## src/rtl/permutation_iterative_if.sv

```systemverilog
// Start/done handshake and state bus of the iterative ASCON permutation.
// The master is the mode FSM; the slave is permutation_iterative.
interface permutation_iterative_if #(
    parameter int ROUND_W = 4
);
    logic               start_i;
    logic               mode_i;
    logic [319:0]       state_i;
    logic [319:0]       state_o;
    logic               busy_o;
    logic               done_o;
    logic [ROUND_W-1:0] round_o;

    modport master (
        output start_i, mode_i, state_i,
        input  state_o, busy_o, done_o, round_o
    );

    modport slave (
        input  start_i, mode_i, state_i,
        output state_o, busy_o, done_o, round_o
    );
endinterface

```

## src/rtl/permutation_iterative.sv

```systemverilog
// Iterative ASCON p^a: one p_C/p_S/p_L round per clock, p12 or p6.
// State packs S_0 in bits [319:256] down to S_4 in bits [63:0].
module permutation_iterative #(
    parameter int ROUND_W = 4
) (
    input logic                    clock_i,
    input logic                    resetb_i,
    permutation_iterative_if.slave bus
);
    typedef enum logic [1:0] {
        IDLE,
        RUN,
        DONE
    } fsm_t;

    localparam logic [ROUND_W-1:0] LAST = ROUND_W'(11);
    localparam logic [ROUND_W-1:0] P6_R0 = ROUND_W'(6);

    fsm_t               fsm_q;
    fsm_t               fsm_d;
    logic [ROUND_W-1:0] cnt_q;
    logic [ROUND_W-1:0] cnt_d;
    logic [319:0]       reg_q;
    logic [319:0]       reg_d;

    logic [ROUND_W-1:0] r0;
    logic [ROUND_W-1:0] rnd;
    logic [319:0]       s_in;
    logic [319:0]       s_add;
    logic [319:0]       s_sub;
    logic [319:0]       s_lin;
    logic [7:0]         rc;

    function automatic logic [63:0] rotr(
        input logic [63:0] x,
        input int unsigned n
    );
        return (x >> n) | (x << (64 - n));
    endfunction

    assign r0 = bus.mode_i ? P6_R0 : '0;

    // Round input: fresh state_i on a start, the register while running.
    always_comb begin
        s_in = reg_q;
        rnd  = cnt_q;
        if (fsm_q != RUN) begin
            s_in = bus.state_i;
            rnd  = r0;
        end
    end

    // p_C: round constant into the low byte of S_2.
    always_comb begin
        rc    = 8'(((8'h0F - 8'(rnd)) << 4) | 8'(rnd));
        s_add = s_in;
        s_add[135:128] = s_in[135:128] ^ rc;
    end

    // p_S: 5-bit S-box applied bitsliced across all 64 columns.
    always_comb begin
        logic [63:0] x0, x1, x2, x3, x4;
        logic [63:0] t0, t1, t2, t3, t4;
        x0 = s_add[319:256] ^ s_add[63:0];
        x1 = s_add[255:192];
        x2 = s_add[191:128] ^ s_add[255:192];
        x3 = s_add[127:64];
        x4 = s_add[63:0] ^ s_add[127:64];
        t0 = ~x0 & x1;
        t1 = ~x1 & x2;
        t2 = ~x2 & x3;
        t3 = ~x3 & x4;
        t4 = ~x4 & x0;
        x0 = x0 ^ t1;
        x1 = x1 ^ t2;
        x2 = x2 ^ t3;
        x3 = x3 ^ t4;
        x4 = x4 ^ t0;
        x1 = x1 ^ x0;
        x0 = x0 ^ x4;
        x3 = x3 ^ x2;
        x2 = ~x2;
        s_sub = {x0, x1, x2, x3, x4};
    end

    // p_L: per-word linear diffusion with fixed rotation pairs.
    always_comb begin
        logic [63:0] w0, w1, w2, w3, w4;
        w0 = s_sub[319:256];
        w1 = s_sub[255:192];
        w2 = s_sub[191:128];
        w3 = s_sub[127:64];
        w4 = s_sub[63:0];
        s_lin = {
            w0 ^ rotr(w0, 19) ^ rotr(w0, 28),
            w1 ^ rotr(w1, 61) ^ rotr(w1, 39),
            w2 ^ rotr(w2, 1) ^ rotr(w2, 6),
            w3 ^ rotr(w3, 10) ^ rotr(w3, 17),
            w4 ^ rotr(w4, 7) ^ rotr(w4, 41)
        };
    end

    // Sequencer: accept a start when not running, step rounds until 11.
    always_comb begin
        fsm_d = fsm_q;
        cnt_d = cnt_q;
        reg_d = reg_q;
        unique case (fsm_q)
            IDLE, DONE: begin
                if (bus.start_i) begin
                    reg_d = s_lin;
                    cnt_d = r0 + ROUND_W'(1);
                    fsm_d = (r0 == LAST) ? DONE : RUN;
                    if (r0 == LAST) cnt_d = '0;
                end
            end
            RUN: begin
                reg_d = s_lin;
                if (cnt_q == LAST) begin
                    fsm_d = DONE;
                    cnt_d = '0;
                end else begin
                    cnt_d = cnt_q + ROUND_W'(1);
                end
            end
            default: begin
                fsm_d = IDLE;
                cnt_d = '0;
            end
        endcase
    end

    // State, counter and FSM registers; reset aborts any run in flight.
    always_ff @(posedge clock_i or negedge resetb_i) begin
        if (!resetb_i) begin
            fsm_q <= IDLE;
            cnt_q <= '0;
            reg_q <= '0;
        end else begin
            fsm_q <= fsm_d;
            cnt_q <= cnt_d;
            reg_q <= reg_d;
        end
    end

    assign bus.state_o = reg_q;
    assign bus.busy_o  = (fsm_q == RUN);
    assign bus.done_o  = (fsm_q == DONE);
    assign bus.round_o = cnt_q;
endmodule

```

## src/flat_wrapper.sv

```systemverilog
// flat-port wrapper written by rule: the top's interface ports become plain ports
module permutation_iterative_flat 
#(
    parameter int ROUND_W = 4
)
  (clock_i, resetb_i, bus_start_i, bus_mode_i, bus_state_i, bus_state_o, bus_busy_o, bus_done_o, bus_round_o);
  permutation_iterative_if #(.ROUND_W(ROUND_W)) bus_i ();
  input logic clock_i;
  input logic resetb_i;
  input wire logic [$bits(bus_i.start_i)-1:0] bus_start_i;
  input wire logic [$bits(bus_i.mode_i)-1:0] bus_mode_i;
  input wire logic [$bits(bus_i.state_i)-1:0] bus_state_i;
  output wire logic [$bits(bus_i.state_o)-1:0] bus_state_o;
  output wire logic [$bits(bus_i.busy_o)-1:0] bus_busy_o;
  output wire logic [$bits(bus_i.done_o)-1:0] bus_done_o;
  output wire logic [$bits(bus_i.round_o)-1:0] bus_round_o;
  assign bus_i.start_i = bus_start_i;
  assign bus_i.mode_i = bus_mode_i;
  assign bus_i.state_i = bus_state_i;
  assign bus_state_o = bus_i.state_o;
  assign bus_busy_o = bus_i.busy_o;
  assign bus_done_o = bus_i.done_o;
  assign bus_round_o = bus_i.round_o;
  permutation_iterative #(.ROUND_W(ROUND_W)) u_core (.clock_i(clock_i), .resetb_i(resetb_i), .bus(bus_i));
endmodule
```

## config.mk

```make
export PLATFORM = sky130hd
export DESIGN_NAME = permutation_iterative_flat
export DESIGN_NICKNAME = d
export VERILOG_FILES = /design/src/rtl/permutation_iterative_if.sv /design/src/rtl/permutation_iterative.sv /design/src/flat_wrapper.sv
export SDC_FILE = /design/constraint.sdc
export NUM_CORES = 2
export LEC_CHECK = 0
export ABC_AREA = 1
export BUFFER_PORTS_ARGS = -buffer_cell sky130_fd_sc_hd__buf_2
export CELL_PAD_IN_SITES_DETAIL_PLACEMENT = 0
export CELL_PAD_IN_SITES_GLOBAL_PLACEMENT = 1
export CORE_MARGIN = 2
export CORE_UTILIZATION = 39
export DETAILED_ROUTE_END_ITERATION = 12
export HOLD_SLACK_MARGIN = 0.15
export PLACE_DENSITY = 0.89
export SLEW_MARGIN = 20
export SYNTH_ARGS = -nofsm -noshare
export SYNTH_HDL_FRONTEND = slang
export SYNTH_SLANG_ARGS = --single-unit
```

## constraint.sdc

```tcl
create_clock -name clock_i -period 3.15 [get_ports clock_i]
set_input_delay 0.63 -clock clock_i [delete_from_list [all_inputs] [get_ports clock_i]]
set_output_delay 0.63 -clock clock_i [all_outputs]
set_load 0.02 [all_outputs]
```

==> key figures <==
Setup path
  – Worst-path fanout max: 48
  – CP Data Arrival Time: 3.67 ns
  – Worst path top cell family by delay: buffers and inverters
  – CP startpoint: u_core.fsm_q[0]$_DFFE_PN0P_
  – CP max-delay cell: dfrtp_2
  – Critical Path Stages: 12
  – Setup crit end: u_core.bus.state_o[140]$_DFFE_PN0P_
  – Slowest stage delay, CP: between 0.4 and 0.5 ns
  – Worst-path cell chain: nand2_8, buf_16, buf_16, nand2_1, o21ai_1, inv_1, ha_1, xnor2_2, buf_4, xor2_1, xor2_1, o21ai_0
  – Worst R2R Setup Slack: 0.01 ns
  – Bufs and invs on worst path: 4
  – Worst reg-to-reg path cell count: 12
  – CP Capture Type: register
  – R2r endpoint: u_core.bus.state_o[140]$_DFFE_PN0P_
  – WP data required: roughly 3.7 ns
  – Kind of critical path: register to register
  – Worst setup SP type: register
  – RR Startpoint: u_core.fsm_q[0]$_DFFE_PN0P_

Synth
  – Synth Area in Compound Gates: ~8.6%
  – EDFF count, synth: 0
  – Synth Area in Simple Gates: just under 50%
  – Synth unique cells: 44
  – Top_reg_cell synth: dfrtp_1
  – Mapped Avg Cell Area: about 5.6 um2
  – Main combinational cell family by area after synthesis: simple AND/OR/NAND/NOR gates
  – Ys Warns: 0
  – Post-synthesis mux area share: 0%
  – Seq/Total Area, Yosys: 21.26%
  – Fraction of registers with async set or reset after synthesis: 100.0%
  – Gate Count Post-Synth: slightly below 7000
  – Mapped Area: 0.03837 mm2
  – Post-synthesis adder-cell area fraction: 3.717%
  – Register bit total from synthesis: about 330
  – Xor/xnor share of the synthesized area: under 10%
  – Syn nets: around 7300

Global routing
  – GR Util met3: between 10 and 15%
  – Total global-route track usage: 49.43%
  – GR Util met2: a little over 70%
  – GRT met1 Usage: 61.39%
  – Initial antenna violation count: 11
  – Vias in the first global route: ~46000
  – Pin count of the biggest net entering global routing: 86
  – First-pass GRT wire length: 349500 um
  – GRT Max-Usage Layer: met2
  – Final global-route overflow total: 0

Layout
  – Share of cells above drive strength 1: about 25%
  – Reg area: 0.008160 mm2
  – Multi-input gate area: between 0.02 and 0.03 mm2
  – Final nets: 8715
  – FILL cells: ~10000
  – Area growth, synth to finish: 38.76%

Clock tree
  – Clk buf depth: 3
  – Clk slew on worst S/H paths: 0.06 ns
  – CTS tree: done
  – Clock Tree Root: clkbuf_16
  – H-Tree Depth: 2
  – CTS sink count: 326
  – CTS buffer count: 49
  – Clock Latency Late Sink: between 0.6 and 0.7 ns

Timing
  – Worst Skew: roughly 0.021 ns
  – Post-layout min period: between 3 and 4 ns
  – Fmax: approximately 320 MHz
  – Final worst path period share: ~100%
  – Endpoints failing setup: 0
  – Worst-Margin Slew: around 0.7 ns
  – Fin Setup TNS: 0 ns
  – Final hold viol count: 0
  – Relative slew margins: between 50 and 60%
  – Max Slew Vio Count: 0
  – Unrepaired setup endpoints after global routing: yes

Floorplan
  – Row cnt: 115
  – Die Ht: 317.7 um
  – DIE WIDTH: between 300 and 400 um
  – Initial Util: 39.16%
  – IO Count: 650
  – Die area: around 0.10 mm2
  – Core Region: around 0.1 mm2

Outcome
  – Status: complete, no violations

Routing
  – Via count: roughly 54000
  – Drt drc: 0
  – Drt via density: roughly 5.6
  – Drt pass-1 iters: 9
  – Initial drt markers: approximately 7300
  – Routed wire length: around 260000 um
  – WL/cell: around 27 um
  – Antenna Nets Post-Route: 0

Place
  – Final HPWL DP: roughly 220000 um
  – Final Wtd Congestion: 1.154
  – PortBufs: about 650

Flow run
  – Max-Cap Viols: 0

Min path
  – HP Class: input pin to register
[worst min-delay path: cells and delay by family]
kind,cells,cell delay (ns)
AOI/OAI and AO/OA,2,0.13
buffers and inverters,1,0.13
[synthesized netlist by cell type, drive strengths merged, types with 2 or more instances]
library cell | instances | area [um2]
a22oi | 3 | 22.52
nand3b | 8 | 60.06
o211ai | 9 | 67.56
a21o | 3 | 22.52
ha | 114 | 1426
buf | 118 | 1055
or2 | 3 | 18.77
nand3 | 709 | 3553
xor2 | 185 | 1733
nor2 | 35 | 138.9
a21oi | 63 | 319.1
clkbuf | 58 | 217.7
inv | 732 | 2750
nand2 | 3843 | 14690
xnor2 | 78 | 713.2
nor3 | 2 | 10.01
dfrtp | 326 | 8158
o21ai | 454 | 2554
o22ai | 35 | 219.0
nand4 | 86 | 538.0
a21boi | 4 | 41.29
a31oi | 8 | 50.05
[metal layers]
metal  vias up  share of wire, %  wire [um]
met5         -             0.034         89
li1      24340                 -          -
met3       792                13      33030
met1     24940                37      97180
met4        14                11      28240
met2      3643                40     103900
[flip-flops by register name, summed over array words and instances, names as in the netlist]
signal and flops:
u_core.fsm_q 2, u_core.bus.round_o 4, u_core.bus.state_o 320
[how the worst min path moves through the flow]
| stage | startpoint | endpoint | depth (start not counted) |
|---|---|---|---|
| 2_1_floorplan | resetb_i | u_core.bus.round_o[0]$_DFFE_PN0P_ | 0 |
| 3_3_place_gp | u_core.bus.state_o[148]$_DFFE_PN0P_ | u_core.bus.state_o[148]$_DFFE_PN0P_ | 2 |
| 3_5_place_dp | u_core.bus.state_o[233]$_DFFE_PN0P_ | u_core.bus.state_o[233]$_DFFE_PN0P_ | 2 |
| 4_1_cts | bus_start_i | u_core.bus.round_o[0]$_DFFE_PN0P_ | 3 |
| 5_1_grt | bus_start_i | u_core.bus.round_o[0]$_DFFE_PN0P_ | 3 |
| 6_report | bus_start_i | u_core.bus.round_o[0]$_DFFE_PN0P_ | 3 |
[through the flow]
stage | cell area, um2 | utilization (%) | worst slack (ns) | instances | hold slack (ns)
final | 53240 | 54.33 | 0.01195 | 9603 | 0.2611
after global routing | 53230 | 54.32 | -0.06272 | 9598 | 0.2942
after global placement | 49830 | 50.85 | -0.4402 | 9478 | 0.4874
after detailed placement | 49830 | 50.85 | -0.5225 | 9478 | 0.4915
after CTS | 51740 | 52.80 | -0.004526 | 9564 | 0.2427
after floorplan | 38370 | - | 0.4562 | 6878 | 0.3344
[placed cells by master, fill, tap and decap left out, types with 149 or more instances in the layout]
cell type  netlist  layout
nand2_2         92     199
buf_4           27     729
xor2_1         170     149
inv_1          674     659
buf_2           17     648
o21ai_0        175     159
nand2_1       3748    3624
nand3_1        708     694
o21ai_1        208     190
dfrtp_1        326     324
[logic make-up after synthesis]
kind of cell | Yosys count
AO/OA/AOI/OAI | 580
XOR/XNOR | 263
AND/OR/NAND/NOR | 4687
buffers and inverters | 908
flip-flops | 326
adder cells (fa/ha/maj) | 114
[final cells by class]
type                    instances  area share (%)
clock inverters                21          0.7685
multi-input cells            5644           51.35
diodes                          5         0.02350
well taps                    1287           3.025
repair buffers               1524           21.78
clock buffers                  64           2.540
inverters                     732           5.191
flip-flops and latches        326           15.33
[repair_timing]
item                                    in CTS  in global routing
resized for setup                           34                284
buffers inserted                             0                 28
hold buffers                                 1                  0
cloned                                       0                  6
endpoints found under the hold margin       36                  0
pin swaps                                    0                 24
endpoints found under the setup margin      54                185
Power is left out: the tool's default activity adds up to more than one toggle a clock period on the data nets, which glitch-free logic cannot reach.
